### src/rtl/frame_window_buffer.sv
// Sliding window of the last NUM_FRAMES sensor frames for the gesture Core.
// Samples are assembled channel by channel into a staging frame. A complete
// frame is committed into the window only when the Core signals i_ready.
module frame_window_buffer #(
    parameter int unsigned NUM_CH     = 8,
    parameter int unsigned NUM_FRAMES = 5,
    parameter int unsigned DW         = 16
) (
    input  logic          i_clk,
    input  logic          i_rst_n,  // active-high synchronous reset
    input  logic          i_clear,
    input  logic          i_valid,
    input  logic [DW-1:0] i_sample,
    output logic          o_ready,
    input  logic          i_ready,
    output logic [DW-1:0] o_data [0:NUM_FRAMES*NUM_CH-1],
    output logic          o_next,
    output logic [2:0]    o_fill,
    output logic [15:0]   o_frame_cnt
);

    localparam int unsigned NumEntries = NUM_FRAMES * NUM_CH;
    localparam int unsigned ChW        = (NUM_CH > 1) ? $clog2(NUM_CH) : 1;
    localparam logic [ChW-1:0] ChLast  = ChW'(NUM_CH - 1);
    localparam logic [2:0]     FillMax = 3'(NUM_FRAMES);

    typedef enum logic [0:0] {
        StCollect,
        StPending
    } state_e;

    state_e         state_q;
    logic [ChW-1:0] ch_q;
    logic [DW-1:0]  stage_q  [0:NUM_CH-1];
    logic [DW-1:0]  window_q [0:NumEntries-1];
    logic           next_q;
    logic [2:0]     fill_q;
    logic [15:0]    cnt_q;

    // Frame assembly, commit into the window, fill and frame counting.
    always_ff @(posedge i_clk) begin
        if (i_rst_n) begin
            state_q <= StCollect;
            ch_q    <= '0;
            next_q  <= 1'b0;
            fill_q  <= '0;
            cnt_q   <= '0;
            for (int c = 0; c < NUM_CH; c++) stage_q[c] <= '0;
            for (int i = 0; i < NumEntries; i++) window_q[i] <= '0;
        end else if (i_clear) begin
            // Frame counter survives a clear; everything else is flushed.
            state_q <= StCollect;
            ch_q    <= '0;
            next_q  <= 1'b0;
            fill_q  <= '0;
            for (int c = 0; c < NUM_CH; c++) stage_q[c] <= '0;
            for (int i = 0; i < NumEntries; i++) window_q[i] <= '0;
        end else begin
            next_q <= 1'b0;
            unique case (state_q)
                StCollect: begin
                    if (i_valid) begin
                        stage_q[ch_q] <= i_sample;
                        if (ch_q == ChLast) begin
                            ch_q    <= '0;
                            state_q <= StPending;
                        end else begin
                            ch_q <= ch_q + 1'b1;
                        end
                    end
                end
                StPending: begin
                    if (i_ready) begin
                        // Oldest frame drops out, staged frame becomes newest.
                        for (int i = 0; i < NumEntries - NUM_CH; i++) begin
                            window_q[i] <= window_q[i+NUM_CH];
                        end
                        for (int c = 0; c < NUM_CH; c++) begin
                            window_q[NumEntries-NUM_CH+c] <= stage_q[c];
                        end
                        fill_q  <= (fill_q == FillMax) ? fill_q : fill_q + 3'd1;
                        cnt_q   <= cnt_q + 16'd1;
                        // Post-commit fill is full iff pre-commit fill >= NUM_FRAMES-1.
                        next_q  <= (fill_q >= FillMax - 3'd1);
                        state_q <= StCollect;
                    end
                end
                default: state_q <= StCollect;
            endcase
        end
    end

    // Outputs are direct views of registered state.
    always_comb begin
        o_ready     = (state_q == StCollect);
        o_next      = next_q;
        o_fill      = fill_q;
        o_frame_cnt = cnt_q;
        for (int i = 0; i < NumEntries; i++) o_data[i] = window_q[i];
    end

endmodule

### config.mk
export PLATFORM = sky130hd
export DESIGN_NAME = frame_window_buffer
export DESIGN_NICKNAME = d
export VERILOG_FILES = /design/src/rtl/frame_window_buffer.sv
export SDC_FILE = /design/constraint.sdc
export NUM_CORES = 1
export LEC_CHECK = 0
export CORE_AREA = 2 2 268 270
export DETAILED_ROUTE_END_ITERATION = 6
export DIE_AREA = 0 0 270 272
export DONT_BUFFER_PORTS = 1
export GPL_TIMING_DRIVEN = 1
export PLACE_DENSITY = 0.67
export SETUP_SLACK_MARGIN = 0.1
export SLEW_MARGIN = 20
export SYNTH_ARGS = -nofsm -noshare
export SYNTH_HDL_FRONTEND = slang
export SYNTH_SLANG_ARGS = --single-unit
### constraint.sdc
create_clock -name i_clk -period 43.4 [get_ports i_clk]
set_clock_uncertainty 0.15 [all_clocks]
set_input_delay 4.34 -clock i_clk [delete_from_list [all_inputs] [get_ports i_clk]]
set_output_delay 4.34 -clock i_clk [all_outputs]
set_load 0.05 [all_outputs]
Word level (Yosys, flattened, before mapping)
Memories as Yosys holds them, arrays and structs flattened.
Index checks and enable logic that the tools add are counted.

storage, ports and cells
  flip-flop bits (word level) = 24
  bits of input ports = 21
  ROM bits = 0
  RAM bits = 768
  logic and storage cells = 222
  latch bits = 0
  memories = 2

cells by class
  add/subtract/negate cells = 3
  reductions and logical operators = 6
  eq/ne operators = 2
  multipliers = 0
  bitwise gates (word level) = 92
  mux-type cells = 111
  divide/modulo/power cells = 0
  magnitude comparators = 1
  shifts and indexed selects = 0

memory list
  memory    words  bits a word  rd ports  clocked after Yosys merged registers in  wr ports  line  RTL
  window_q  40     16           40        0                                        40        35    logic [DW-1:0] window_q [0:NumEntries-1];
  stage_q   8      16           8         0                                        8         34    logic [DW-1:0] stage_q [0:NUM_CH-1];

operators by type and width
  operator               count
  $mux 16                89
  $or 1x1->1             88
  $mux 1                 19
  $add 16x1->16 const B  1
  $reduce_or 16->1       1
  $add 3x1->3 const B    2
  $eq 3x3->1 const B     2
  $mux 3                 2
  $reduce_and 3->1       2
  $not 1->1              4
  $reduce_or 4->1        1
  $ge 3x3->1 const B     1
  $pmux 1 s2             1
  $reduce_and 2->1       1
  $reduce_or 2->1        1

Longest topological paths before layout
Gate-level depths: netlist of the first run.

  depth in word-level cells = 7
  depth in mapped cells = 7

Worst setup path after synthesis of the first run
Ideal clock, no wire load.

  path type = input to register
  start = input port i_rst_n
  end = memory window_q[0][0], enable pin
  buffers on the path = 2
  setup time = 4.442 ns
  data arrival time = 14.956 ns
  setup slack = 23.852 ns
  required time = 38.808 ns
  stages = 4
  cells stage by stage = buf_2 nor2_1 clkbuf_1 nand2_1

RTL lines
  what                line  RTL
  start: declaration  10    input logic i_rst_n,
  end: declaration    35

==> results.yml, run 1 <==
global_route:
  grt_pass1_vias: 13500
  grt_pass1_wl_mm: 97.6
  grt_usage_pct: 18.2
  grt_overflow_total: 0
  grt_max_degree: 172
  antenna_found_initial: 12
critical_path:
  required_ps: 43490
  worstReg2RegStart: "state_q$_SDFF_PP0_"
  critPathMaxStageDelay_ps: 910
  arrival_ps: 8930
  cp-start-kind: "input pin"
  criticalPathCategory: "input pin to register"
  crit_top_cell: "buf_4"
  crit_fanout: 83
  end_kind: "register"
  r2r_cells: 6
  r2r_end: "window_q[4][76]$_SDFFCE_PP0P_"
  path_cells: "nand2_2 -> nand2_4 -> buf_4 -> buf_4 -> buf_4 -> buf_4"
  ff2ff_setup_slack_ps: 37640
  critPathSlowestCell: "buf_4"
synth:
  synth-edff-count: 768
  seq_area_frac_synth_pct: 79.9
  syn_nets: 1794
  syn_inst: 1767
  avgSynthCellArea_um2: 16.7
  postSynthRegisterBits: 792
  synth_top_area_share_pct: 78.3
  ys_warn_count: 0
  synth.distinct_cells: 38
  synth_area_leader_cell: "edfxtp_1"
  synthTopCellsByArea: "edfxtp_1, and2_1, dfxtp_1"
  synthFlopType: "edfxtp_1"
  synthesis.area_mm2: 0.0295
  synth_async_sr_flop_share_pct: 0
timing:
  hold_viol: 0
  fin_crit_sh_pct: 20.4
  setup_tns_ps: 0
  worstMarginPinSlew_ps: 1050
  finalMaxSlewViolations: 0
  grt_setup_unrepaired: "no"
  maxSlewHeadroom_pct: 30.1
  max_freq_mhz: 113
  finalSetupViolations: 0
  fin_crit_ps: 8840
pwr:
  power_switching_w: 0.000423
  switching_share_pct: 24.9
  p_int_w: 0.00127
  p_total_w: 0.00170
  ir_drop_uv: 30.5
  power.density_mw_per_mm2: 51.1
  pwr-share-comb_pct: 1.0
  leakage_nw: 12.6
  clockPowerShare_pct: 41.2
  pwr-share-seq_pct: 57.8
drt:
  drc: 0
  drt-initial-drc-count: 1212
  dr.pass1.iters: 5
  final_antenna_net_count: 0
  post_drt_wl_per_cell_um: 24.5
  drt-total-wl_mm: 68.7
  vias_per_cell: 4.95
  via_count: 13800
finish:
  fill_cells: 5918
  multi_input_area_mm2: 0.00559
  final_common_cell: "and2_1"
  syn2layout_area_growth_pct: 12.7
  nNetsFinal: 1809
  drive_gt1_share_pct: 8.36
  seqCellArea_mm2: 0.0235
  layout_common_cells: "and2_1, edfxtp_1, clkbuf_16"
clock_network:
  htreeDepth: 3
  cts.sink_count: 792
  root_buffer: "clkbuf_16"
  ctsResizeCount: 0
  postCtsHoldBufs: 0
  clk_pin_slew_ps: 60
  worstSkewPairLatency_ps: 640
  cts_buffers: 84
  post_cts.repair.setup_buffers: 0
  cts_tree: "built"
  clock_path_buffers: 3
floorplanning:
  start_util_pct: 41.6
  core_area_mm2: 0.0708
  die_w_um: 270
  io_pins: 682
  die_y_um: 272
  rows: 98
  fp.dieArea_mm2: 0.0734
min_path:
  hp-class: "register to register"
  min_to: "window_q[4][88]$_SDFFCE_PP0P_"
  hold_depth: 1
  min_from: "stage_q[5][8]$_SDFFCE_PN0P_"
status:
  status: "completed"
placed_design:
  gp_congestion: 0.894
  port_buffers: 0
  dp_hpwl_mm: 46.5
flow_run:
  max-cap-violations: 0
per-stage QoR:
step / hold WS (ps) / util (%) / area [µm²] / setup slack, ps / instances
2_1_floorplan: 347 / - / 29500 / 23850 / 1767
3_3_place_gp: 351 / 43.0 / 30500 / 34130 / 2646
3_5_place_dp: 351 / 43.1 / 30500 / 33930 / 2646
4_1_cts: 319 / 46.9 / 33200 / 34620 / 2793
5_1_grt: 350 / 46.9 / 33200 / 34220 / 2793
6_report: 323 / 46.9 / 33200 / 34560 / 2797
state kept, by name, indices dropped and copies added, names as in the netlist:
register and cells:
o_fill 3, stage_q 128, o_frame_cnt 16, state_q 1
o_next 1, window_q 640, ch_q 3
layout make-up:
| class | instances | share of cell area (%) |
|---|---|---|
| sequential | 792 | 70.9 |
| multi-input combinational | 883 | 16.8 |
| clock buffer | 96 | 6.53 |
| tap | 950 | 3.58 |
| clock inverter | 51 | 1.66 |
| timing repair buffer | 14 | 0.366 |
| inverter | 7 | 0.0791 |
| antenna | 4 | 0.0301 |
worst max-delay path by stage:
stage	slack, ps	cells after the start	startpoint	endpoint
after CTS	34620	6	i_ready	window_q[4][76]$_SDFFCE_PP0P_
after detailed placement	33930	6	i_ready	window_q[4][76]$_SDFFCE_PP0P_
after global placement	34130	6	i_ready	window_q[4][56]$_SDFFCE_PP0P_
after floorplan	23850	4	i_rst_n	window_q[0][0]$_SDFFCE_PN0P_
final	34560	6	i_ready	window_q[4][76]$_SDFFCE_PP0P_
after global routing	34220	6	i_ready	window_q[4][55]$_SDFFCE_PP0P_
Yosys cell counts, types with 2 or more instances:
master	count
inv_1	7
ha_1	6
mux2_2	2
xnor2_1	8
or4_1	2
nor2b_1	3
nand4_1	5
nand2b_1	5
edfxtp_1	768
nand3_1	3
o21ai_0	8
or2_1	2
a21oi_1	9
nand2_1	7
xor2_1	2
clkbuf_1	71
mux2i_1	2
nor3b_1	2
or3_1	3
nor3_1	6
nor2_1	23
o31ai_1	2
nor2_4	3
nand4b_1	2
buf_2	12
and2_1	769
dfxtp_1	24
per-layer routing:
layer,share of wire [%],vias to the layer above,track usage [%]
met1,38,6953,22.2
met5,0,-,0
met3,8.8,109,5.97
li1,-,6179,-
met4,2.7,0,6.43
met2,50,595,30.4
worst max-delay path, delay by kind of cell:
kind / cells / cell delay [ps]
buffers and inverters: 4 / 3510
AND/OR/NAND/NOR: 2 / 780
power groups by stage:
stage	registers, W	clock network [W]	logic, W
after global placement	0.000997	0	0.0000164
after floorplan	0.00100	0	0.0000119
after CTS	0.000982	0.000715	0.0000171
after detailed placement	0.000998	0	0.0000172
final	0.000981	0.000700	0.0000168
after global routing	0.000984	0.000745	0.0000185
cell families after synthesis:
group / synth area share, %
AOI/OAI and AO/OA: 0.386
and+or+nand+nor: 17.7
muxes: 0.144
xor gates and xnor gates: 0.297
buffers and inverters: 1.26
DFF: 79.9
adders and majority gates: 0.255
(Power assumes the default switching activity.)
==> run 2: changes to the inputs <==
Clock period 43.4 ns to 8.4 ns, I/O delays scaled along.
==> results.yml, run 2 (synthesis gave the netlist of run 1 again) <==
drt:
  drc: 0
  post_drt_wl_per_cell_um: 24.2
  drt-total-wl_mm: 68.0
  vias_per_cell: 4.91
  drt-initial-drc-count: 1358
  via_count: 13800
  dr.pass1.iters: 5
  final_antenna_net_count: 0
status:
  status: "completed"
clock_network:
  ctsResizeCount: 0
  cts_tree: "built"
  postCtsHoldBufs: 0
  worstSkewPairLatency_ps: 620
  post_cts.repair.setup_buffers: 0
  root_buffer: "clkbuf_16"
  clock_path_buffers: 3
  cts_buffers: 84
  clk_pin_slew_ps: 60
  htreeDepth: 3
  cts.sink_count: 792
global_route:
  grt_max_degree: 310
  grt_pass1_vias: 13400
  grt_pass1_wl_mm: 96.6
  grt_usage_pct: 18.0
  grt_overflow_total: 0
  antenna_found_initial: 12
floorplanning:
  die_w_um: 270
  start_util_pct: 41.6
  rows: 98
  fp.dieArea_mm2: 0.0734
  die_y_um: 272
  core_area_mm2: 0.0708
  io_pins: 682
critical_path:
  cp-start-kind: "input pin"
  end_kind: "register"
  critPathMaxStageDelay_ps: 700
  criticalPathCategory: "input pin to register"
  crit_buf_inv: 0
  path_cells: "nor2_2 -> nand4_1 -> nor3_2 -> nand2b_1"
  cp_top_family: "simple AND/OR/NAND/NOR gates"
  critPathSlowestCell: "nor3_2"
  crit_fanout: 20
  required_ps: 8500
  arrival_ps: 3440
placed_design:
  dp_hpwl_mm: 45.2
  gp_congestion: 0.856
  port_buffers: 0
  dp_slack_ps: 3950
flow_run:
  max-cap-violations: 0
timing:
  worstMarginPinSlew_ps: 1020
  fin_crit_ps: 3340
  finalMaxSlewViolations: 0
  timing.hold.ws_ps: 157
  grt_setup_unrepaired: "no"
  finalSetupViolations: 0
  hold_viol: 0
  setup_ws_ps: 5060
  setup_tns_ps: 0
  max_freq_mhz: 300
  maxSlewHeadroom_pct: 31.9
  fin_crit_sh_pct: 39.7
pwr:
  p_total_w: 0.00866
  power.density_mw_per_mm2: 261
  leakage_nw: 12.6
  ir_drop_uv: 151
finish:
  syn2layout_area_growth_pct: 12.6
  seqCellArea_mm2: 0.0235
  final_common_cell: "and2_1"
  fill_cells: 5986
  largest_reg_flops: 640
  layout_common_cells: "and2_1, edfxtp_1, clkbuf_16"
  final_util_pct: 46.9
  multi_input_area_mm2: 0.00559
  nNetsFinal: 1805
  largest-register: "window_q"
  drive_gt1_share_pct: 7.91
min_path:
  hp-class: "input pin to register"
[run 2: cell types whose count changed in the layout (fill, tap and decap cells not counted), sizes merged]
cell and delta:
buf -4, bufinv -3, clkbuf +2, clkinv +5, clkinvlp -1, diode +12, inv +3
[run 2: through the flow]
stage / area (µm²) / std cells
CTS: 33100 / 2794
global route: 33200 / 2803
floorplan: 29500 / 1767
global placement: 30500 / 2641
finish: 33200 / 2811
detailed placement: 30500 / 2641
[run 2: power by group]
part	switching [W]	total, W	internal (W)
logic	0.0000767	0.0000869	0.0000102
clock network	0.00152	0.00351	0.00199
registers	0.000577	0.00507	0.00449
total	0.00217	0.00866	0.00649
[run 2: layout make-up]
type	instances	share of cell area, %
antenna	16	0.121
clock buffer	98	6.49
clock inverter	55	1.47
inverter	7	0.0792
multi-input combinational	883	16.8
sequential	792	70.9
tap	950	3.58
timing repair buffer	10	0.475
[run 2: final timing paths]
path / startpoint / to / slack [ps] / cells after the start
max: i_rst_n / stage_q[1][2]$_SDFFCE_PN0P_ / 5060 / 4
min: i_rst_n / o_frame_cnt[11]$_SDFFE_PP0P_ / 160 / 1
min reg2reg: stage_q[4][11]$_SDFFCE_PN0P_ / window_q[4][75]$_SDFFCE_PP0P_ / 350 / 1
max reg2reg: state_q$_SDFF_PP0_ / window_q[3][71]$_SDFFCE_PN0P_ / 5090 / 4
[run 2: per-layer routing]
metal	global-route usage (%)	up-vias	wire, µm
met3	6.17	92	6320
met4	7.18	2	1750
met1	21.6	6961	25300
met2	30.0	547	34700
met5	0	-	13
li1	-	6213	-
==> run 3: changes to the inputs <==
Clock period 8.4 ns to 3.3 ns, I/O delays scaled along.
==> results.yml, run 3 (synthesis gave the netlist of run 1 again) <==
flow_run:
  max-cap-violations: 0
placed_design:
  gp_congestion: 0.860
  dp_cells: 2686
  port_buffers: 0
  dp_hpwl_mm: 48.3
  dp_slack_ps: 851
clock_network:
  htreeDepth: 3
  clk_pin_slew_ps: 60
  worstSkewPairLatency_ps: 640
  root_buffer: "clkbuf_16"
  cts_tree: "built"
  clock_path_buffers: 3
  cts_buffers: 82
  post_cts.repair.setup_buffers: 0
  ctsResizeCount: 0
  cts.sink_count: 792
floorplanning:
  core_area_mm2: 0.0708
  fp.dieArea_mm2: 0.0734
  io_pins: 682
  die_w_um: 270
  die_y_um: 272
  start_util_pct: 41.6
  rows: 98
drt:
  final_antenna_net_count: 0
  dr.pass1.iters: 5
  drt-total-wl_mm: 70.9
  vias_per_cell: 4.91
  drt-initial-drc-count: 1230
  via_count: 14000
  post_drt_wl_per_cell_um: 24.8
  drc: 0
finish:
  fill_cells: 5918
  nNetsFinal: 1868
  syn2layout_area_growth_pct: 15.1
  stdcell_count: 2862
  drive_gt1_share_pct: 9.92
  final_common_cell: "and2_1"
  largest_reg_flops: 640
  layout_common_cells: "and2_1, edfxtp_1, clkbuf_16"
  largest-register: "window_q"
global_route:
  grt_max_degree: 106
  grt_usage_pct: 18.8
  antenna_found_initial: 15
  grt_pass1_vias: 13800
  grt_overflow_total: 0
  grt_pass1_wl_mm: 100
min_path:
  min_to: "stage_q[1][1]$_SDFFCE_PN0P_"
  hp-class: "input pin to register"
  hold_depth: 4
  min_from: "i_valid"
critical_path:
  criticalPathCategory: "input pin to register"
  r2r_end: "stage_q[0][2]$_SDFFCE_PN0P_"
  critPathMaxStageDelay_ps: 780
  crit_fanout: 19
  cp_top_family: "simple AND/OR/NAND/NOR gates"
  worstReg2RegStart: "state_q$_SDFF_PP0_"
  crit_buf_inv: 1
  ff2ff_setup_slack_ps: 870
  critPathSlowestCell: "dlygate4sd3_1"
  cp-start-kind: "input pin"
  arrival_ps: 2820
  r2r_cells: 4
  end_kind: "register"
  path_cells: "dlygate4sd3_1 -> or2_1 -> or3_1 -> nor3_4 -> nand2b_1"
  required_ps: 3400
timing:
  fin_crit_ps: 2720
  maxSlewHeadroom_pct: 32.4
  timing.hold.ws_ps: 241
  fin_crit_sh_pct: 82.5
  setup_tns_ps: 0
  hold_viol: 0
  finalSetupViolations: 0
  max_freq_mhz: 367
  worstMarginPinSlew_ps: 1010
  setup_ws_ps: 577
  grt_setup_unrepaired: "no"
  finalMaxSlewViolations: 0
pwr:
  ir_drop_uv: 357
  power.density_mw_per_mm2: 663
  leakage_nw: 12.9
  p_total_w: 0.0225
status:
  status: "completed"
==> run 3: per-layer routing <==
layer	vias to the layer above	wire (µm)	track usage, %	share of wire (%)
met5	-	11	0	0.016
met4	2	1870	6.35	2.6
met3	118	5800	5.97	8.2
met2	552	36300	32.3	51
met1	7053	26900	22.5	38
li1	6322	-	-	-
==> run 3: worst reg2reg max path: cells and delay by family, from the launching register on <==
family           cells  cell delay, ps
DFF                  1             400
and+or+nand+nor      4            1500
==> run 3: how the worst max path moves through the flow <==
stage / cells after the start / from / slack (ps) / endpoint
2_1_floorplan: 4 / i_rst_n / -330 / window_q[0][0]$_SDFFCE_PN0P_
3_3_place_gp: 4 / i_rst_n / 910 / stage_q[0][6]$_SDFFCE_PN0P_
3_5_place_dp: 4 / i_rst_n / 850 / stage_q[0][12]$_SDFFCE_PN0P_
4_1_cts: 5 / i_rst_n / 640 / stage_q[0][2]$_SDFFCE_PN0P_
5_1_grt: 5 / i_rst_n / 490 / stage_q[0][5]$_SDFFCE_PN0P_
6_report: 5 / i_rst_n / 580 / stage_q[0][2]$_SDFFCE_PN0P_
==> run 3: final cells by class <==
cell class	count	area, µm²	share of cell area (%)
antenna	6	15.0	0.0443
clock buffer	99	2160	6.37
clock inverter	50	568	1.68
inverter	7	26.3	0.0775
multi-input combinational	883	5600	16.5
sequential	792	23500	69.5
tap	950	1190	3.51
timing repair buffer	75	803	2.37
==> run 3: through the flow <==
stage,cell area [µm²],utilization (%)
2_1_floorplan,29500,-
3_3_place_gp,30900,43.7
3_5_place_dp,30900,43.7
4_1_cts,33900,47.9
5_1_grt,33900,47.9
6_report,33900,47.9
==> run 3: report_power, final <==
part / total, W / switching [W] / internal (W)
combinational: 0.000352 / 0.000282 / 0.0000702
clock: 0.00921 / 0.00392 / 0.00529
sequential: 0.0129 / 0.00147 / 0.0114
total: 0.0225 / 0.00568 / 0.0168
==> run 3: repair_timing <==
item,CTS,global route
hold buffers,21,0
setup endpoints to repair,0,0
endpoints found under the hold margin,151,0
